--- config.mk ---
export PLATFORM = sky130hd
export DESIGN_NAME = text_font_arbiter
export DESIGN_NICKNAME = d
export VERILOG_FILES = /design/src/rtl/text_pkg.sv /design/src/rtl/rr_prio_pick.sv /design/src/rtl/text_font_arbiter.sv
export SDC_FILE = /design/constraint.sdc
export NUM_CORES = 1
export LEC_CHECK = 0
export BUFFER_PORTS_ARGS = -buffer_cell sky130_fd_sc_hd__buf_4
export CAP_MARGIN = 20
export CORE_MARGIN = 2
export CORE_UTILIZATION = 46
export CTS_CLUSTER_DIAMETER = 60
export DETAILED_ROUTE_END_ITERATION = 10
export PLACE_DENSITY = 0.79
export SLEW_MARGIN = 15
export SYNTH_ARGS = -nofsm -noshare
export SYNTH_HDL_FRONTEND = slang
export SYNTH_SLANG_ARGS = --single-unit
--- constraint.sdc ---
create_clock -name pclk -period 2.55 [get_ports pclk]
set_input_delay 0.255 -clock pclk [delete_from_list [all_inputs] [get_ports pclk]]
set_output_delay 0.255 -clock pclk [all_outputs]
set_load 0.05 [all_outputs]
--- src/rtl/text_pkg.sv ---
// rtl/text_pkg.sv - shared widths and FSM encoding for the text overlay font path
package text_pkg;

    localparam int CHAR_W  = 7;
    localparam int LINE_W  = 4;
    localparam int ROM_AW  = CHAR_W + LINE_W;
    localparam int GLYPH_W = 8;

    localparam logic [0:0] ST_ARB    = 1'b0;
    localparam logic [0:0] ST_LOCKED = 1'b1;

endpackage

--- src/rtl/rr_prio_pick.sv ---
// rtl/rr_prio_pick.sv - one-hot pick of the first request at or after ptr, wrapping
module rr_prio_pick #(
    parameter int N  = 3,
    parameter int PW = (N > 1) ? $clog2(N) : 1
) (
    input  logic [N-1:0]  req,
    input  logic [PW-1:0] ptr,
    output logic [N-1:0]  gnt
);

    logic [2*N-1:0] dbl;
    logic [2*N-1:0] back;
    logic [N-1:0]   rot;
    logic [N-1:0]   pick;

    // Rotate so ptr lands at bit 0, isolate the lowest set bit, rotate back.
    always_comb begin
        dbl  = {req, req} >> ptr;
        rot  = dbl[N-1:0];
        pick = rot & (~rot + {{(N-1){1'b0}}, 1'b1});
        back = {pick, pick} << ptr;
        gnt  = back[2*N-1:N];
    end

endmodule

--- src/rtl/text_font_arbiter.sv ---
// rtl/text_font_arbiter.sv - round-robin arbiter sharing one font ROM among text overlays
module text_font_arbiter
    import text_pkg::*;
#(
    parameter int N_REQ    = 3,
    parameter int ROM_LAT  = 1,
    parameter int LOCK_MAX = 8
) (
    input  logic                     pclk,
    input  logic                     rst_n,
    input  logic [N_REQ-1:0]         req,
    input  logic [N_REQ-1:0]         req_lock,
    input  logic [CHAR_W*N_REQ-1:0]  req_code,
    input  logic [LINE_W*N_REQ-1:0]  req_line,
    output logic [N_REQ-1:0]         gnt,
    output logic [ROM_AW-1:0]        rom_addr,
    output logic                     rom_en,
    input  logic [GLYPH_W-1:0]       rom_data,
    output logic [N_REQ-1:0]         rsp_valid,
    output logic [GLYPH_W-1:0]       rsp_data
);

    localparam int PW = (N_REQ > 1) ? $clog2(N_REQ) : 1;
    localparam int CW = $clog2(LOCK_MAX + 1);
    localparam int TW = (ROM_LAT + 1) * N_REQ;

    logic [0:0]        state;
    logic [PW-1:0]     ptr;
    logic [PW-1:0]     next_ptr;
    logic [PW-1:0]     sel_idx;
    logic [N_REQ-1:0]  owner;
    logic [CW-1:0]     cnt;
    logic [N_REQ-1:0]  pick_gnt;
    logic              accept;
    logic [ROM_AW-1:0] sel_addr;
    logic [TW-1:0]     tag_pipe;

    rr_prio_pick #(
        .N  (N_REQ),
        .PW (PW)
    ) u_pick (
        .req (req),
        .ptr (ptr),
        .gnt (pick_gnt)
    );

    // While locked only the owner may be granted; a gap in its req yields no grant.
    always_comb begin
        gnt = '0;
        if (rst_n) begin
            gnt = (state == ST_LOCKED) ? (req & owner) : pick_gnt;
        end
    end

    assign accept = |gnt;

    always_comb begin
        sel_addr = '0;
        sel_idx  = '0;
        for (int i = 0; i < N_REQ; i++) begin
            if (gnt[i]) begin
                sel_addr = {CHAR_W'(req_code >> (CHAR_W * i)), LINE_W'(req_line >> (LINE_W * i))};
                sel_idx  = PW'(i);
            end
        end
        next_ptr = (sel_idx == PW'(N_REQ - 1)) ? '0 : sel_idx + 1'b1;
    end

    always_ff @(posedge pclk or negedge rst_n) begin
        if (!rst_n) begin
            state <= ST_ARB;
            ptr   <= '0;
            owner <= '0;
            cnt   <= '0;
        end else if (state == ST_ARB) begin
            if (accept) begin
                ptr <= next_ptr;
                if (((gnt & req_lock) != '0) && (LOCK_MAX > 1)) begin
                    state <= ST_LOCKED;
                    owner <= gnt;
                    cnt   <= CW'(1);
                end
            end
        end else begin
            if (!accept) begin
                state <= ST_ARB;
            end else begin
                cnt <= cnt + 1'b1;
                if (((owner & req_lock) == '0) || (cnt == CW'(LOCK_MAX - 1))) begin
                    state <= ST_ARB;
                end
            end
        end
    end

    // The owner tag rides alongside the ROM read so the response is attributed correctly.
    always_ff @(posedge pclk or negedge rst_n) begin
        if (!rst_n) begin
            rom_addr <= '0;
            rom_en   <= 1'b0;
            tag_pipe <= '0;
        end else begin
            rom_en   <= accept;
            tag_pipe <= {tag_pipe[TW-N_REQ-1:0], gnt};
            if (accept) begin
                rom_addr <= sel_addr;
            end
        end
    end

    assign rsp_valid = tag_pipe[TW-1 -: N_REQ];
    assign rsp_data  = (rsp_valid != '0) ? rom_data : '0;

endmodule

**Yosys cells after proc, flatten, opt, wreduce, memory -nomap -nowiden**

Index checks and enable logic that the tools add are counted.

- Reduce and logical (&&, ||, !) cells: 9
- Add/subtract/negate cells: 3
- Shift-type cells: 2
- Bitwise logic cells: 6
- Equal/unequal tests: 2
- Muxes and demuxes: 18

Operator list:

| operator | number |
|---|---|
| 2-to-1 mux 11 bit | 3 |
| 2-to-1 mux 4 bit | 4 |
| AND 3 bit | 4 |
| 2-to-1 mux 8 bit | 1 |
| 2-to-1 mux 1 bit | 6 |
| 2-to-1 mux 3 bit | 2 |
| nonzero test 3 bit | 2 |
| << shifter 6 x 2 -> 6 bit | 1 |
| >> shifter 6 x 2 -> 3 bit | 1 |
| adder 4 x 1 -> 4 bit (second input constant) | 1 |
| equality test 4 x 3 -> 1 bit (second input constant) | 1 |
| 2-to-1 mux 2 bit | 2 |
| AND reduction 2 bit | 2 |
| adder 3 x 1 -> 3 bit (second input constant) | 1 |
| logical NOT 3 bit | 1 |
| inverter 3 bit | 1 |
| AND reduction 3 bit | 1 |
| OR reduction 3 bit | 1 |
| adder 2 x 1 -> 2 bit (second input constant) | 1 |
| equality test 2 bit (second input constant) | 1 |
| nonzero test 2 bit | 1 |
| logical OR 1 bit | 1 |
| inverter 1 bit | 1 |

- Output and inout port bits: 26
- Logic and storage cells: 47
- Register bits: 28
- Bits of input ports: 49

**Longest topological paths before layout**

- Depth after elaboration: 12
- Gate-level depth with buffers: 8
- Mapped depth without buffers: 5

**Cells and area by module**

Synthesis repeated with hierarchy kept, for this count alone.

- Cells, all modules: 180
- Area, all modules: 1785.5 um2

Modules (own cells, without submodules):

| module | instances | sequential area each (um2) | cells each | area an instance (um2) |
|---|---|---|---|---|
| text_font_arbiter | 1 | 700.7 | 170 | 1710.4 |
| rr_prio_pick | 1 | 0.0 | 10 | 75.1 |

**Least setup slack after synthesis**

No wires, ideal clock.

- Kind: reg2reg
- Start: register state
- End: register cnt[1]
- Buffers on the path: 3
- Slack: 0.335 ns
- Stages on the path, launching flop included: 8
- Clock period less this slack: 2.215 ns
- Setup time: 0.122 ns
- Data arrival time: 2.094 ns
- Data required time: 2.428 ns
- Cells stage by stage: dfrtp_1 clkbuf_1 a2111o_1 nand2_1 or3_1 buf_2 buf_6 a32o_1

- Elaborated cells between the ends (all ways): 8
- Classes of those cells: mux (3); bitwise (1); reduce/logical (4)

RTL lines:

| what | line | RTL |
|---|---|---|
| start: declaration | text_font_arbiter.sv:27 | `logic [0:0] state;` |
| start signal: assignment | text_font_arbiter.sv:71 | `state <= ST_ARB;` |
| start signal: assignment | text_font_arbiter.sv:79 | `state <= ST_LOCKED;` |
| start signal: assignment | text_font_arbiter.sv:86 | `state <= ST_ARB;` |
| 2-to-1 mux 3 bit | text_font_arbiter.sv:51 | `gnt = (state == ST_LOCKED) ? (req & owner) : pick_gnt;` |
| 2-to-1 mux 3 bit | text_font_arbiter.sv:50 | `if (rst_n) begin` |
| via gnt[0] | text_font_arbiter.sv:15 | `output logic [N_REQ-1:0] gnt,` |
| OR reduction 3 bit | text_font_arbiter.sv:55 | `assign accept = \|gnt;` |
| via accept | text_font_arbiter.sv:34 | `logic accept;` |
| AND reduction 2 bit (no source line) | - |  |
| end signal: assignment | text_font_arbiter.sv:88 | `cnt <= cnt + 1'b1;` |
| end: declaration | text_font_arbiter.sv:32 | `logic [CW-1:0] cnt;` |

The timed path passes the listed nets, and every way through them passes these cells.
A chain may end at the register's enable or synchronous reset.

**Final worst setup path**

- Start: input port rst_n
- End: output port gnt[0]

- Longest elaborated chain between the ends: 1

Ends and longest elaborated chain:

| what | line | RTL |
|---|---|---|
| start: declaration | text_font_arbiter.sv:10 | `input logic rst_n,` |
| 2-to-1 mux 3 bit | text_font_arbiter.sv:50 |  |
| end: declaration | text_font_arbiter.sv:15 |  |

No other way between the ends.

==> impl_metrics.py <==
metrics = {
    "timing": {
        "post-route-period-util_pct": 89.3,
        "relSlewSlack_pct": 49.9,
        "drv_slew": 0,
        "grt_setup_unrepaired": "false",
        "final.min_clock_period_ns": 2.28,
        "setup_violations": 0,
        "skew_ns": 0.00652,
        "fmax_mhz": 439,
        "tns_ns": 0,
        "finalHoldViolCount": 0,
        "worstMarginPinSlew_ns": 0.746,
    },
    "layout": {
        "syn2layout_area_growth_pct": 41.3,
        "antennaDiodeCount": 0,
        "layout_commonest_cell": "buf_4",
        "drive_gt1_share_pct": 44.7,
        "fin_cells": 281,
        "final_cell_mix": "82 x buf_4, 28 x dfrtp_1, 18 x nor2_1",
        "layout.nets": 286,
    },
    "placement": {
        "post-place-cells": 276,
        "dp_hpwl_microns": 3520,
        "io_buffers": 74,
        "place.gp.congestion": 0.856,
    },
    "power": {
        "leakage_nw": 1.06,
        "p_sw_share_pct": 48.4,
        "clkPwrFrac_pct": 11.0,
        "power_frac_seq_pct": 28.9,
        "power_frac_comb_pct": 60.2,
        "p_int_w": 0.00140,
        "vdd_drop_max_uv": 612,
        "power_density_nw_per_um2": 1190,
        "switching_power_w": 0.00131,
    },
    "drt": {
        "drc": 0,
        "drt_iter0_markers": 43,
        "first_pass_iters": 4,
        "via_per_inst": 5.69,
        "final_antenna_net_count": 0,
        "num_vias": 1598,
        "avgRoutedWirePerCell_microns": 16.1,
        "wl_microns": 4520,
    },
    "worst_setup_path": {
        "worstPathMaxFanout": 12,
        "required_ns": 2.30,
        "crit_type": "in -> out",
        "start_kind": "input port",
        "crit_path_end_kind": "output pin",
        "critPathArrivalTime_ns": 2.02,
    },
    "logic_synthesis": {
        "mappedNetlistArea_sq_um": 1610,
        "synth-edff-count": 0,
        "ys.flop_type": "dfrtp_1",
        "syn_inst": 161,
        "yosysWarningCount": 0,
        "async_reset_ff_share_pct": 100,
        "syn_avg_cell_area_sq_um": 10.0,
        "ys_seq_area_share_pct": 43.5,
        "synth_seq_cells": 28,
        "yosysUniqueCellTypes": 46,
        "synth.net_count": 211,
    },
    "global_routing": {
        "grt_pass1_vias": 1607,
        "overflow": 0,
        "antenna_found_initial": 0,
        "grt_pass1_wl_microns": 7620,
        "grt_max_degree": 24,
        "grt_usage_pct": 24.1,
    },
    "clocking": {
        "clock_path_buffers": 2,
        "root_buffer": "clkbuf_4",
        "clk_pin_slew_ns": 0.16,
        "postCtsSetupRepairBufs": 0,
        "cts_tree": "built",
        "cts_buffers": 3,
        "clock_latency_ns": 0.33,
        "cts_sinks": 28,
        "htreeDepth": 1,
    },
    "die": {
        "dieHeight_microns": 63.2,
        "core_area_sq_um": 3340,
        "fp.dieArea_sq_um": 3990,
        "rows": 21,
        "io_pins": 75,
        "start_util_pct": 48.3,
        "die_w_microns": 63.2,
    },
    "outcome": {
        "outcome": "complete, no violations",
    },
    "job": {
        "maxCapViolations": 0,
    },
    "hold_path": {
        "hp-class": "in -> reg",
    },
}
## flip-flops by register name (all words and copies together), names as in the netlist
| name | cells |
|---|---|
| rom_en | 1 |
| rom_addr | 11 |
| ptr | 2 |
| tag_pipe | 6 |
| cnt | 4 |
| state | 1 |
| owner | 3 |
## critical path, cell delays in order
cell and delay, ns:
dlygate4sd3_1 0.52, buf_4 0.19, nand2_1 0.09, a2111o_1 0.44, nand2_1 0.26, buf_4 0.26
## area by class of cell
class / count / area [sq um]
fill: 286 / 1060
multi-input combinational: 116 / 823
sequential: 28 / 701
timing repair buffer: 83 / 626
tap: 46 / 57.6
clock inverter: 1 / 30.0
clock buffer: 3 / 22.5
inverter: 4 / 15.0
## cell families (layout without fill, tap and decap cells)
logic type / Yosys count / count (layout) / share of synthesized area, %
DFF: 28 / 28 / 43.5
and+or+nand+nor: 67 / 67 / 21.4
xor gates and xnor gates: 3 / 3 / 1.63
buffers and inverters: 17 / 91 / 5.67
muxes: 12 / 12 / 8.39
AOI/OAI and AO/OA: 33 / 33 / 18.6
adders and majority gates: 1 / 1 / 0.777
## stage by stage
| step | area (sq um) | utilization, % | total power, W | setup WS, ns | hold slack [ns] |
|---|---|---|---|---|---|
| after floorplan | 1610 | - | 0.00192 | 0.335 | -0.0406 |
| after global placement | 2210 | 66.3 | 0.00236 | 0.407 | 0.0938 |
| after detailed placement | 2210 | 66.3 | 0.00241 | 0.338 | 0.0917 |
| after CTS | 2270 | 68.2 | 0.00271 | 0.269 | 0.173 |
| after global routing | 2270 | 68.2 | 0.00286 | 0.0871 | 0.152 |
| final | 2270 | 68.2 | 0.00270 | 0.274 | 0.173 |
## synthesized netlist by cell type (2+ instances only)
library cell | n | area share, %
a32o_1 | 2 | 1.2
and3b_1 | 2 | 1.1
o221a_2 | 5 | 3.5
mux2_2 | 12 | 8.4
nand2_1 | 9 | 2.1
nor2_1 | 18 | 4.2
buf_4 | 4 | 1.9
xor2_1 | 2 | 1.1
and3_1 | 2 | 0.78
a222oi_1 | 2 | 1.2
nor2b_1 | 10 | 3.9
nor3_1 | 2 | 0.62
o21ai_0 | 3 | 0.93
clkbuf_1 | 4 | 0.93
nand3_1 | 15 | 4.7
inv_1 | 3 | 0.70
dfrtp_1 | 28 | 44
o221a_1 | 7 | 4.9
buf_2 | 4 | 1.2
## power groups by stage
stage          combinational (W)  clock (W)  sequential, W
3_5_place_dp             0.00163          0       0.000786
4_1_cts                  0.00163   0.000297       0.000779
3_3_place_gp             0.00159          0       0.000772
6_report                 0.00163   0.000297       0.000781
5_1_grt                  0.00173   0.000320       0.000811
2_1_floorplan           0.000857          0        0.00107
## per-layer routing
metal | track usage, % | part of all wire [%] | vias up
met5 | 0 | 0 | -
met4 | 9.72 | 2.3 | 0
met3 | 3.93 | 6.1 | 11
met2 | 40.2 | 50 | 73
met1 | 31.1 | 41 | 764
li1 | - | - | 750
## final timing paths
check	from	slack [ns]	depth (start not counted)	endpoint
max	rst_n	0.27	6	gnt[0]
min	req_line[3]	0.17	2	rom_addr[3]
max reg2reg	ptr[1]	0.28	6	cnt[0]
min reg2reg	tag_pipe[2]	0.37	0	tag_pipe[5]
max in group asynchronous	rst_n	1.79	3	rom_addr[4]
min in group asynchronous	rst_n	0.26	2	owner[1]
## repair_timing
action                                 4_1_cts  5_1_grt
resized for setup                            0        0
hold buffers                                 1        0
endpoints found under the hold margin        7        0
(Power assumes the default switching activity.)
